**src/rtl/arb_pkg.sv**
```systemverilog
// Shared types and helpers for the weighted round-robin arbiter.
package arb_pkg;

  typedef enum logic {
    IDLE = 1'b0,
    BUSY = 1'b1
  } state_t;

  // Binary index of the set bit in a one-hot vector; zero when no bit is set.
  function automatic logic [31:0] oh2bin(input logic [31:0] oh);
    logic [31:0] b;
    b = '0;
    for (int i = 0; i < 32; i++) begin
      if (oh[i]) b = b | i[31:0];
    end
    return b;
  endfunction

  // Rotate left by one position within the low n bits.
  function automatic logic [31:0] rotl(input logic [31:0] v, input int n);
    logic [31:0] r;
    r = '0;
    for (int i = 0; i < 32; i++) begin
      if (i < n) r[(i + 1) % n] = v[i];
    end
    return r;
  endfunction

endpackage

```
**src/rtl/arb_n_input.sv**
```systemverilog
// Combinational rotating-priority picker: first set req at or after the one-hot base, wrapping.
module Arb_n_Input #(
  parameter int N = 4
) (
  input  logic [N-1:0] req,
  input  logic [N-1:0] base,
  output logic [N-1:0] gnt
);

  logic [2*N-1:0] dreq;
  logic [2*N-1:0] dgnt;

  // The borrow from subtracting base stops at the first requester at/after base.
  assign dreq = {req, req};
  assign dgnt = dreq & ~(dreq - {{N{1'b0}}, base});
  assign gnt  = dgnt[N-1:0] | dgnt[2*N-1:N];

endmodule

```
**src/rtl/wrr_arb_hold.sv**
```systemverilog
// Weighted round-robin arbiter; the winner holds a registered grant until its last beat or abort.
module wrr_arb_hold
  import arb_pkg::*;
#(
  parameter  int NUM_REQ  = 4,
  parameter  int WEIGHT_W = 4,
  localparam int ID_W     = $clog2(NUM_REQ)
) (
  input  logic                          clk,
  input  logic                          rst,
  input  logic [NUM_REQ-1:0]            req,
  input  logic [NUM_REQ*WEIGHT_W-1:0]   weight,
  input  logic                          gnt_ready,
  input  logic                          gnt_last,
  output logic [NUM_REQ-1:0]            gnt,
  output logic                          gnt_valid,
  output logic [ID_W-1:0]               gnt_id
);

  state_t                state;
  logic [NUM_REQ-1:0]    ptr;
  logic [WEIGHT_W-1:0]   credit [NUM_REQ];

  logic [NUM_REQ-1:0]    pick;
  logic [31:0]           pick_id32;
  logic [ID_W-1:0]       pick_id;
  logic [31:0]           own_rot32;
  logic [NUM_REQ-1:0]    own_next;
  logic [WEIGHT_W-1:0]   win_w;
  logic [WEIGHT_W-1:0]   load_w;
  logic [WEIGHT_W-1:0]   cur_credit;
  logic [WEIGHT_W-1:0]   credit_dec;
  logic                  req_own;
  logic                  beat_end;

  Arb_n_Input #(.N(NUM_REQ)) u_pick (
    .req  (req),
    .base (ptr),
    .gnt  (pick)
  );

  assign pick_id32 = oh2bin(32'(pick));
  assign pick_id   = pick_id32[ID_W-1:0];
  assign own_rot32 = rotl(32'(gnt), NUM_REQ);
  assign own_next  = own_rot32[NUM_REQ-1:0];
  assign req_own   = |(req & gnt);
  assign beat_end  = gnt_valid & gnt_ready & gnt_last;

  always_comb begin
    win_w      = weight[pick_id*WEIGHT_W +: WEIGHT_W];
    load_w     = (win_w == '0) ? WEIGHT_W'(1) : win_w;
    cur_credit = credit[gnt_id];
    // Guarded so a stale zero credit can never wrap around.
    credit_dec = (cur_credit != '0) ? cur_credit - WEIGHT_W'(1) : '0;
  end

  always_ff @(posedge clk) begin
    if (rst) begin
      state     <= IDLE;
      gnt       <= '0;
      gnt_valid <= 1'b0;
      gnt_id    <= '0;
      ptr       <= NUM_REQ'(1);
      for (int i = 0; i < NUM_REQ; i++) credit[i] <= '0;
    end else begin
      case (state)
        IDLE: begin
          if (|req) begin
            state     <= BUSY;
            gnt       <= pick;
            gnt_valid <= 1'b1;
            gnt_id    <= pick_id;
            if (credit[pick_id] == '0) credit[pick_id] <= load_w;
          end
        end
        BUSY: begin
          if (beat_end) begin
            state     <= IDLE;
            gnt       <= '0;
            gnt_valid <= 1'b0;
            gnt_id    <= '0;
            if (credit_dec == '0 || !req_own) begin
              ptr            <= own_next;
              credit[gnt_id] <= '0;
            end else begin
              // Owner keeps top priority to spend its remaining credit.
              ptr            <= gnt;
              credit[gnt_id] <= credit_dec;
            end
          end else if (!req_own) begin
            state          <= IDLE;
            gnt            <= '0;
            gnt_valid      <= 1'b0;
            gnt_id         <= '0;
            ptr            <= own_next;
            credit[gnt_id] <= '0;
          end
        end
        default: state <= IDLE;
      endcase
    end
  end

endmodule

```
**config.mk**
```make
export PLATFORM = sky130hd
export DESIGN_NAME = wrr_arb_hold
export DESIGN_NICKNAME = d
export VERILOG_FILES = /design/src/rtl/arb_pkg.sv /design/src/rtl/arb_n_input.sv /design/src/rtl/wrr_arb_hold.sv
export SDC_FILE = /design/constraint.sdc
export NUM_CORES = 1
export LEC_CHECK = 0
export CAP_MARGIN = 30
export CORE_ASPECT_RATIO = 1.75
export CORE_UTILIZATION = 35
export CTS_BUF_LIST = sky130_fd_sc_hd__clkbuf_4 sky130_fd_sc_hd__clkbuf_8
export DETAILED_ROUTE_END_ITERATION = 16
export SKIP_LAST_GASP = 1
export SYNTH_ARGS = -nofsm -noshare
export SYNTH_HDL_FRONTEND = slang
export SYNTH_SLANG_ARGS = --single-unit
```
**constraint.sdc**
```tcl
create_clock -name clk -period 3.1 [get_ports clk]
set_clock_uncertainty 0.15 [all_clocks]
set_input_delay 0.62 -clock clk [delete_from_list [all_inputs] [get_ports clk]]
set_output_delay 0.62 -clock clk [all_outputs]
set_load 0.02 [all_outputs]
```
==> results of run 1 <==
[worst max-delay path, delay by kind of cell]
family                   cells  cell delay [ns]
buffers and inverters        2             0.36
multiplexers                 1             0.33
AND/OR/NAND/NOR              3             0.41
adder cells (fa/ha/maj)      1             0.57
AO/OA/AOI/OAI                4             0.71
[where the power goes]
part	switching, W	leakage, nW	internal, W
Combinational	0.000247	0.769	0.000239
Sequential	0.0000350	0.280	0.000462
Clock	0.000145	0.0484	0.000164
Total	0.000426	1.10	0.000865
[registers in the layout (all words and copies together) (netlist names), named ones only]
signal,flops
state,1
gnt,4
gnt_id,2
credit,16
gnt_valid,1
ptr,4
[through the flow]
step,TNS (ns),util [%],worst slack (ns)
6_report,0,53.5,0.0527
5_1_grt,-0.0198,53.5,-0.0167
4_1_cts,0,52.9,0.0472
3_5_place_dp,-13.82,48.9,-0.570
3_3_place_gp,-11.99,48.9,-0.506
2_1_floorplan,0,-,0.127
[path summary, 6_finish.rpt]
path / cells past startpoint / start / end / slack (ns)
max: 11 / req[0] / credit[0][0] / 0.05
min: 2 / gnt_valid / gnt_valid / 0.34
max reg2reg: 10 / ptr[0] / credit[0][0] / 0.23
min reg2reg: 2 / gnt_valid / gnt_valid / 0.34
[synth_stat cells (2+ instances only)]
library cell / number / area, um^2
o32a_1: 2 / 20.0
nor4_1: 5 / 31.3
nand2b_1: 3 / 18.8
mux4_2: 4 / 90.1
a21o_1: 4 / 30.0
nand2_1: 6 / 22.5
a211o_1: 3 / 26.3
clkbuf_1: 2 / 7.51
nor3b_1: 2 / 15.0
edfxtp_1: 16 / 480
mux2_2: 2 / 22.5
nand3_1: 8 / 40.0
and3_1: 3 / 18.8
o22ai_1: 5 / 31.3
o21a_1: 4 / 30.0
nor2_1: 30 / 113
a211oi_1: 4 / 30.0
o21ai_0: 6 / 30.0
a22oi_1: 6 / 45.0
a21oi_1: 9 / 45.0
inv_1: 11 / 41.3
o22a_1: 3 / 26.3
dfxtp_1: 14 / 280
mux2i_1: 11 / 110
o211ai_1: 3 / 22.5
ha_1: 3 / 37.5
[layout make-up]
cell class / count / area share [%]
multi-input cells: 152 / 44.5
flip-flops and latches: 30 / 26.8
repair buffers: 69 / 20.9
well taps: 74 / 3.27
clock buffers: 6 / 2.69
inverters: 11 / 1.46
clock inverters: 2 / 0.353
[routing by layer]
metal  vias to the layer above  global-route usage [%]  wire (um)
met5                         -                       0          0
met2                        22                    45.7       3640
met1                       911                    19.8       2070
li1                        906                       -          -
met3                        13                    3.34         96
met4                         0                    8.61        143
[what timing repair did]
item | CTS | global route
setup buffers | 4 | 1
pin swaps | 15 | 5
resized for setup | 24 | 7
endpoints found under the setup margin | 32 | 16
[cell families after synthesis]
family,Yosys count,share of synthesized area (%)
AND/OR/NAND/NOR,67,17.4
AO/OA/AOI/OAI,61,24.8
flip-flops,30,39.0
multiplexers,18,12.1
buffers and inverters,14,2.76
adder cells (fa/ha/maj),4,2.95
XOR/XNOR,2,0.899
==> reports/qor.yml, run 1 <==
clock_tree:
  clk_pin_slew_ns: 0.07
  cts_buffer_depth: 2
  numCtsBuffers: 5
  clock_tree.htree_level_count: 2
  root_buffer: "clkbuf_8"
  clock-sinks: 30
  cts_tree: "built"
  hold_buffers: 0
  worstSkewPairLatency_ns: 0.28
global_routing:
  grt_pass1_vias: 1980
  grt_util_all_layers_pct: 22.0
  overflow: 0
  grt_antenna_before_repair: 0
  grt_max_degree: 14
  grt_pass1_wl_um: 9470
worst_setup_path:
  crit_path_max_fanout: 6
  critPathSlowestCell: "fa_2"
  end_kind: "register"
  cp_slowest_stage_delay_ns: 0.57
  crit_arrival_ns: 2.99
  start_kind: "input pin"
  worst_ep_required_time_ns: 3.04
  path_class: "in -> reg"
  path_cells: "clkdlybuf4s15_1 -> nand2b_4 -> fa_2 -> o21ai_2 -> a211o_1 -> mux2_4 -> nand3_2 -> and3_4 -> o211ai_1 -> buf_4 -> a211oi_2"
final_layout:
  stdcell_count: 344
  seq_area_um2: 761
  layout_commonest_cell: "buf_4"
  fin_area_um2: 2840
  multiInputGateArea_um2: 1260
  nets: 297
  insertedDiodeCount: 0
  syn_to_final_growth_pct: 45.4
  fillers: 522
  drive_above_1_share_pct: 31.5
  layout_common_cells: "38 x buf_4, 29 x nor2_1, 26 x clkdlybuf4s50_1"
die:
  core_area_um2: 5300
  fp.dieH_um: 101
  ios: 31
  die_x_um: 58.4
  initial_core_util_pct: 36.8
  die_area_um2: 5880
  row_count: 35
placed_design:
  place_hpwl_um: 4780
  place.gp.congestion: 0.841
  dp.cells: 331
  place_area_um2: 2590
  io_buffer_count: 30
sta:
  tightest_slew_ns: 0.794
  hold_slack_ns: 0.342
  rsz0062_at_grt: "true"
  finalCritPeriodShare_pct: 98.3
  fin_crit_ns: 3.05
  clock.fmax_mhz: 328
  maxSlewHeadroom_pct: 46.6
  drv_slew: 0
  setup_violations: 0
  hold_viol: 0
synthesis:
  synth_top_flop_cell: "edfxtp_1"
  synthDistinctLibCells: 53
  seq_area_frac_synth_pct: 39.0
  synthArstFlopShare_pct: 0
  synth_warnings: 0
  synth_cells: 196
  synth_nets: 224
  synth-edff-count: 16
  netlist_area_um2: 1950
  avgSynthCellArea_um2: 9.95
  synth_seq_cells: 30
power:
  ir_drop_v: 0.000268
  power.density_nw_per_um2: 456
  power_w: 0.00129
  leakagePower_nw: 1.10
routing:
  wirelength_um: 5950
  drc: 0
  routedWlPerCell_um: 17.3
  drt_iter0_drc: 63
  vias: 1852
  vias_per_cell: 5.38
  drt.antenna.violating_nets: 0
  drt_pass1_iterations: 4
run_status:
  status: "finished, final reports clean"
run:
  drv_cap: 0
worst_hold_path:
  hp-class: "reg -> reg"
Note: power is estimated with default switching activity, not from simulation.
==> run 2, diff against run 1 <==
Settings changed: CORE_UTILIZATION 35 to 50, CTS_CLUSTER_DIAMETER set to 100, PLACE_DENSITY set to 0.86.
==> run 2 against run 1 <==
  * Core utilization up 23 points
  * Worst hold slack gained 0.0056 ns
  * Largest power group unchanged
  * Power up 0.12%
  * Final cell count is 8.7% lower
  * Sequential share of layout area rose by 0.42 points
  * First-iteration DRC count increased by 54%
  * Critical path type unchanged
  * Critical path depth is the same
  * Die area decreased by 29%
  * Clock power decreased by 2%
  * Register-to-register slack got worse by 0.06 ns
  * Setup slack lost 0.049 ns
==> reports/qor.yml, run 2 (synthesized netlist as in run 1, its figures left out) <==
run_status:
  status: "finished, final reports clean"
final_layout:
  reg_top3: "credit (16), gnt (4), ptr (4)"
  drive_above_1_share_pct: 29.9
  layout_commonest_cell: "buf_4"
  syn_to_final_growth_pct: 43.2
  nets: 295
  fin_area_um2: 2790
  largest_reg_flops: 16
  insertedDiodeCount: 0
  layout_common_cells: "36 x buf_4, 29 x nor2_1, 26 x clkdlybuf4s50_1"
  regMostFlops: "credit"
clock_tree:
  cts_buffer_depth: 2
  clock-sinks: 30
  clock_tree.htree_level_count: 2
  numCtsBuffers: 5
  hold_buffers: 0
  cts_tree: "built"
  worstSkewPairLatency_ns: 0.29
  root_buffer: "clkbuf_8"
  clk_pin_slew_ns: 0.06
sta:
  tightest_slew_ns: 0.721
  setup_violations: 0
  clock.fmax_mhz: 323
  maxSlewHeadroom_pct: 51.5
  fin_ws_ns: 0.00363
  hold_slack_ns: 0.347
  drv_slew: 0
  finalCritPeriodShare_pct: 99.9
  hold_viol: 0
  fin_crit_ns: 3.10
worst_setup_path:
  start_kind: "input pin"
  worst_ep_required_time_ns: 3.06
  cp_slowest_stage_delay_ns: 0.58
  crit_path_max_fanout: 6
  path_cells: "clkdlybuf4s15_1 -> nand2b_4 -> fa_2 -> o21ai_2 -> a211o_1 -> mux2_4 -> nand3_2 -> and3_4 -> o211ai_1 -> buf_4 -> a211oi_4"
  end_kind: "register"
  critPathSlowestCell: "fa_2"
  path_class: "in -> reg"
  crit_arrival_ns: 3.05
die:
  die_area_um2: 4160
  row_count: 29
  ios: 31
  fp.dieH_um: 84.6
  die_x_um: 49.2
  initial_core_util_pct: 53.2
  core_area_um2: 3660
placed_design:
  io_buffer_count: 30
  place.gp.congestion: 0.943
  place_area_um2: 2540
  post-place-ws_ns: -0.502
  place_hpwl_um: 4360
routing:
  drt_iter0_drc: 97
  drt_pass1_iterations: 4
  vias: 1966
  wirelength_um: 5980
  drt.antenna.violating_nets: 0
  vias_per_cell: 6.26
  routedWlPerCell_um: 19.1
  drc: 0
power:
  leakagePower_nw: 1.09
  ir_drop_v: 0.000446
  power.density_nw_per_um2: 463
global_routing:
  grt_util_all_layers_pct: 29.2
  grt_max_degree: 14
  grt_pass1_vias: 1951
  overflow: 0
  grt_antenna_before_repair: 0
  grt_pass1_wl_um: 8960
run:
  drv_cap: 0
worst_hold_path:
  hp-class: "reg -> reg"
[run 2: per-stage QoR]
| stage | utilization [%] | setup TNS, ns | cells | total power [W] |
|---|---|---|---|---|
| floorplan | - | 0 | 196 | 0.000744 |
| global placement | 69.4 | -10.78 | 300 | 0.000918 |
| detailed placement | 69.4 | -12.52 | 300 | 0.000928 |
| CTS | 74.0 | -0.0194 | 312 | 0.00125 |
| global route | 76.2 | -0.510 | 314 | 0.00135 |
| finish | 76.2 | 0 | 314 | 0.00129 |
[run 2: final cells by class]
cell class	instances	area, um^2
multi-input cells	152	1260
fillers	255	873
flip-flops and latches	30	761
repair buffers	67	587
clock buffers	6	76.3
well taps	46	57.6
inverters	11	41.3
clock inverters	2	10.0
[run 2: final timing paths]
check        startpoint      endpoint  slack, ns  cells after the start
max              req[0]  credit[0][0]      0.004                     11
min           gnt_valid     gnt_valid       0.35                      2
max reg2reg      ptr[0]  credit[0][0]       0.17                     10
min reg2reg   gnt_valid     gnt_valid       0.35                      2
[run 2: timing repair]
item,4_1_cts,5_1_grt
pin swaps,11,7
gates resized for setup,14,15
setup buffers,4,2
setup endpoints to repair,32,19
[run 2: power by group]
group / internal [W] / switching [W] / total (W) / leakage [nW]
combinational: 0.000240 / 0.000254 / 0.000494 / 0.759
sequential: 0.000462 / 0.0000353 / 0.000498 / 0.280
clock: 0.000164 / 0.000138 / 0.000301 / 0.0484
total: 0.000866 / 0.000427 / 0.00129 / 1.09
[run 2: critical path, delay by kind of cell]
kind / cells / cell delay (ns)
muxes: 1 / 0.34
buffers and inverters: 2 / 0.37
adders and majority gates: 1 / 0.58
AOI/OAI and AO/OA: 4 / 0.73
and+or+nand+nor: 3 / 0.40
[run 2: metal layers]
metal	vias to the layer above	share of wire [%]	track usage (%)
li1	905	-	-
met1	945	33	24.7
met2	74	56	56.9
met3	42	3.6	6.16
met4	0	7.6	20.3
met5	-	0	0
==> run 3, diff against run 2 <==
Settings changed: PLACE_DENSITY 0.86 to unset, PLACE_DENSITY_LB_ADDON set to 0.3, SKIP_LAST_GASP 1 to unset.
==> run 3 against run 2 <==
  * Critical path depth is 1 lower
  * Non-clock buffer count decreased by 1
  * First-iteration DRC count shrank 21%
  * Core utilization up 2.2 points
  * Critical endpoint unchanged
  * Via count decreased by 0.92%
  * Highest routed layer unchanged
  * Cell area increased by 2.9%
  * Worst hold slack improved by 0.012 ns
  * Sequential cell count unchanged
==> reports/qor.yml, run 3 (synthesized netlist as in run 1, its figures left out) <==
final_layout:
  seq_area_um2: 761
  regMostFlops: "credit"
  fin_area_um2: 2870
  drive_above_1_share_pct: 33.0
  layout_common_cells: "34 x buf_4, 29 x nor2_1, 26 x clkdlybuf4s50_1"
  stdcell_count: 313
  nets: 294
  largest_reg_flops: 16
  finish.utilization_pct: 78.4
  fillers: 238
  multiInputGateArea_um2: 1320
  reg_top3: "credit (16), gnt (4), ptr (4)"
  layout_commonest_cell: "buf_4"
  syn_to_final_growth_pct: 47.3
  insertedDiodeCount: 0
worst_setup_path:
  rrSetupSlack_ns: 0.20
  crit_arrival_ns: 3.02
  crit_path_max_fanout: 6
  reg2reg_from: "ptr[0]"
  rr_worst_depth: 10
  end_kind: "register"
  rr_endpoint: "credit[0][0]"
  start_kind: "input pin"
  path_class: "in -> reg"
  worst_ep_required_time_ns: 3.06
clock_tree:
  hold_buffers: 0
  clock_tree.htree_level_count: 2
  cts_tree: "built"
  root_buffer: "clkbuf_8"
  clk_pin_slew_ns: 0.06
  cts_buffer_depth: 2
  worstSkewPairLatency_ns: 0.29
  clock-sinks: 30
  numCtsBuffers: 5
routing:
  wirelength_um: 6410
  vias: 1948
  drc: 0
  drt_pass1_iterations: 5
  drt.antenna.violating_nets: 0
  vias_per_cell: 6.22
  drt_iter0_drc: 77
  routedWlPerCell_um: 20.5
power:
  leakagePower_nw: 1.10
  ir_drop_v: 0.000667
  power.density_nw_per_um2: 494
global_routing:
  grt_util_all_layers_pct: 33.0
  grt_pass1_wl_um: 10000
  grt_pass1_vias: 2075
  grt_antenna_before_repair: 0
  grt_max_degree: 14
  overflow: 0
sta:
  fin_crit_ns: 3.06
  finalCritPeriodShare_pct: 98.6
  maxSlewHeadroom_pct: 59.7
  setup_violations: 0
  tns_ns: 0
  tightest_slew_ns: 0.599
  hold_slack_ns: 0.360
  clock.fmax_mhz: 327
  hold_viol: 0
  drv_slew: 0
worst_hold_path:
  hp-class: "reg -> reg"
  hp-start: "gnt[0]"
  min_delay_worst_endpoint: "gnt[0]"
  whs_path_depth: 2
die:
  row_count: 29
  ios: 31
  core_area_um2: 3660
  die_x_um: 49.2
  die_area_um2: 4160
  initial_core_util_pct: 53.2
  fp.dieH_um: 84.6
placed_design:
  dp.cells: 301
  place_area_um2: 2550
  place.gp.congestion: 0.891
  place_hpwl_um: 4470
  io_buffer_count: 30
run:
  drv_cap: 0
run_status:
  status: "finished, final reports clean"
## run 3: area by class of cell
cell class | instances | area share [%]
sequential | 30 | 26.5
multi-input combinational | 152 | 45.8
timing repair buffer | 66 | 20.3
inverter | 11 | 1.44
tap | 46 | 2.00
clock buffer | 7 | 2.92
clock inverter | 1 | 1.05
## run 3: timing repair
| action | in CTS | in global routing |
|---|---|---|
| cloned | 0 | 0 |
| gates resized for setup | 30 | 12 |
| setup buffers | 3 | 1 |
| endpoints found under the setup margin | 32 | 31 |
| pin swaps | 15 | 9 |
## run 3: power breakdown
group | leakage [nW] | total [W] | switching [W] | internal (W)
registers | 0.280 | 0.000498 | 0.0000356 | 0.000462
clock network | 0.0593 | 0.000404 | 0.000147 | 0.000258
logic | 0.765 | 0.000516 | 0.000267 | 0.000248
## run 3: per-stage QoR
stage | setup slack, ns | total power [W]
after CTS | 0.0121 | 0.00139
after floorplan | 0.127 | 0.000744
final | 0.0429 | 0.00142
after global routing | -0.00744 | 0.00148
after detailed placement | -0.533 | 0.000931
after global placement | -0.476 | 0.000922
## run 3: how the worst max path moves through the flow
stage,startpoint,to,cells past startpoint
final,req[1],credit[0][0],10
after floorplan,req[0],credit[1][0],9
after detailed placement,req[0],credit[0][0],10
after CTS,req[0],credit[0][0],11
after global routing,req[0],credit[1][1],11
after global placement,req[0],credit[0][0],10
## run 3: routing by layer
layer / up-vias / track usage, % / share of wire (%)
met5: - / 0 / 0
li1: 901 / - / -
met1: 954 / 28.9 / 33
met3: 23 / 5.43 / 3.1
met2: 70 / 65.8 / 59
met4: 0 / 19.5 / 4.9
## run 3: critical path: stages
cell	delay, ns
dlygate4sd2_1	0.28
fa_2	0.63
o21ai_2	0.08
a211o_1	0.34
mux2_4	0.33
nand3_2	0.07
and3_4	0.19
o211ai_1	0.09
buf_4	0.17
a211oi_2	0.21
==> RTL edit: new RTL, flow settings as in run 3 <==
`WEIGHT_W`: 4 -> 5.
--- a/src/rtl/wrr_arb_hold.sv
+++ b/src/rtl/wrr_arb_hold.sv
@@ -3,7 +3,7 @@
   import arb_pkg::*;
 #(
   parameter  int NUM_REQ  = 4,
-  parameter  int WEIGHT_W = 4,
+  parameter  int WEIGHT_W = 5,
   localparam int ID_W     = $clog2(NUM_REQ)
 ) (
   input  logic                          clk,
Interface: changed (resized weight); port bits go from 31 to 35. No check against the original RTL was run, so the function may have changed too.
==> RTL edit against run 3 <==
  * Worst setup slack worse by 160 ps
  * Register-to-register slack worse by 300 ps
  * The flow now finishes with violations (setup timing)
  * Critical path depth rose by 4
  * Largest power group unchanged
  * Count of clock-buffer cells in the layout unchanged
  * Power is 13% higher
  * Synthesized area rose by 17%
  * Largest cell class unchanged
  * Sequential cell count increased by 4
  * Design area is 14% higher
  * Routed wire length increased by 3.9%
  * Combinational power increased by 16%
==> RTL edit: results (changes against run 3) <==
Finish
The number of fillers in the final layout was 307 (+29%). The largest registers in the layout are credit x20, gnt x4, ptr x4. The fraction of final layout cells with drive strength greater than 1 is 0.341 (+0.0116).

GRT
The met2 usage is 0.530 (-0.128). The total routing usage reported by global routing is 0.277 (-0.0522). The number of global-route vias before repair is 2095 (+0.96%). The largest net degree at the start of global routing is 12 (-2). The routing usage on met1 is 0.226 (-0.0630).

The met3 track demand over resource in global routing was 0.0603 (+0.00595). The wire length of the first global-routing pass is 9430 um (-5.9%).

Drt
The iteration count of the initial detailed-routing pass came to 4 (-1). The sum of met3 wire segment lengths after detailed routing is 277 um (+38%). The met2 wire length is 3830 um (+1.4%).

The number of vias per cell after detailed routing came to 6.08 (-2.3%). The total wirelength of the detailed-routed design is 6660 um (+3.9%). The length of routed wiring on met1 is 2160 um (+2.2%).

Setup path
The arrival time reported for the critical path endpoint came to 3080 ps (+60 ps). The flop-to-flop setup slack came to -100 ps (-300 ps). The destination of the worst register-to-register timing path is credit[3][4]$_DFFE_PP_. The largest fanout of any net on the critical path is 5 (-1). The most critical setup path has its startpoint at req[0]. The worst reg-to-reg path cell count was 13 (+3).

Synth
Sorting the synthesized cells by area gives the leading types as sky130_fd_sc_hd__edfxtp_1, sky130_fd_sc_hd__dfxtp_1, sky130_fd_sc_hd__mux2i_1. The net count after synthesis is 254 (+13%). The portion of the post-synthesis area used by sequential elements is 0.386 (-0.00449).

The mux cell area share after synthesis came to 0.164 (+0.0425). The number of distinct standard cells referenced by the synthesized netlist came to 59 (+11%). By count the netlist is led by sky130_fd_sc_hd__nor2_1, sky130_fd_sc_hd__mux2i_1, sky130_fd_sc_hd__edfxtp_1.

The parity-gate share of the synthesized area counting xor and xnor cells is 0.00767 (-0.00131). The compound-gate portion of the synthesized area is 0.178 (-0.0703). The number of flops mapped to enable cells by yosys is 20 (+4). The commonest register cell after synthesis is sky130_fd_sc_hd__edfxtp_1. The adder-cell area share of the yosys netlist is 0.0362 (+0.00664).

Clock network
The H-tree depth reported by CTS came to 2 (unchanged).

Run status
The run finished, with violations left. The checks that failed: setup timing.

STA
The sum of negative setup slack came to -1940 ps (-1940 ps). The final count of negative-setup-slack endpoints is 30 (+30). The slew at the pin closest to its max-slew limit was 545 ps (-53.8 ps). The hold slack is 375 ps (+15.8 ps). The minimum setup slack in the final design is -112 ps (-155 ps).

Place
The standard cell area after detailed placement was 2940 um^2 (+15%). The number of buffer cells added on primary ports is 34 (+13%). The pre-CTS worst setup slack is -653 ps (-120 ps). The final weighted congestion in routability-driven placement came to 0.904 (+1.4%). The placed wire-length estimate came to 4940 um (+11%).

Power
The maximum VDD drop is 0.429 mV (-36%). The leakage power summed over all cells is 1.33 nW (+21%).
==> RTL edit: cell types whose count changed after synthesis, moves of 4 or more <==
cell                               run 3  this run
sky130_fd_sc_hd__a22oi_1               6         0
sky130_fd_sc_hd__a2bb2oi_2             0         4
sky130_fd_sc_hd__mux2i_1              11        22
sky130_fd_sc_hd__nand3_1               8         3
sky130_fd_sc_hd__o21ai_0               6         0
sky130_fd_sc_hd__a211oi_1              4         0
sky130_fd_sc_hd__edfxtp_1             16        20
sky130_fd_sc_hd__nand2_1               6        12
sky130_fd_sc_hd__o21ai_1               1         5
==> RTL edit: what timing repair did <==
action,CTS,global route
gates resized for setup,20,21
hold buffers,0,0
buffers inserted,6,3
pin swaps,11,14
endpoints found under the setup margin,40,36
==> RTL edit: final cells by class <==
| cell class | count | share of cell area |
|---|---|---|
| multi-input cells | 164 | 0.453 |
| flip-flops and latches | 34 | 0.270 |
| inverters | 15 | 0.0172 |
| well taps | 51 | 0.0195 |
| clock buffers | 7 | 0.0275 |
| clock inverters | 1 | 0.00917 |
| repair buffers | 75 | 0.203 |
==> RTL edit: per-stage QoR <==
| step | std cells | util |
|---|---|---|
| after floorplan | 220 | - |
| after global placement | 330 | 0.667 |
| after detailed placement | 330 | 0.667 |
| after CTS | 344 | 0.719 |
| after global routing | 347 | 0.743 |
| final | 347 | 0.743 |
==> RTL edit: power by group <==
group	internal, mW	leakage [nW]	switching, mW	total, mW
clock network	0.271	0.0619	0.164	0.435
logic	0.310	0.948	0.290	0.600
registers	0.526	0.323	0.0410	0.567
total	1.11	1.33	0.496	1.60
==> RTL edit: worst max-delay path, stage by stage <==
cell and delay (ps):
sky130_fd_sc_hd__buf_6 100, sky130_fd_sc_hd__nor2b_4 110, sky130_fd_sc_hd__inv_2 40, sky130_fd_sc_hd__fa_1 510, sky130_fd_sc_hd__o21ai_1 100, sky130_fd_sc_hd__and2_4 190
sky130_fd_sc_hd__buf_4 110, sky130_fd_sc_hd__o21ai_2 80, sky130_fd_sc_hd__mux2i_2 190, sky130_fd_sc_hd__o32a_1 370, sky130_fd_sc_hd__o21ai_2 270, sky130_fd_sc_hd__nand2_1 120
sky130_fd_sc_hd__nor2_2 130, sky130_fd_sc_hd__buf_6 130
==> RTL edit: cell families (layout without fill, tap and decap cells) <==
| kind of cell | Yosys count | in the layout |
|---|---|---|
| multiplexers | 30 | 30 |
| AND/OR/NAND/NOR | 76 | 76 |
| XOR/XNOR | 2 | 2 |
| adder cells (fa/ha/maj) | 6 | 6 |
| flip-flops | 34 | 34 |
| buffers and inverters | 22 | 98 |
| AO/OA/AOI/OAI | 50 | 50 |
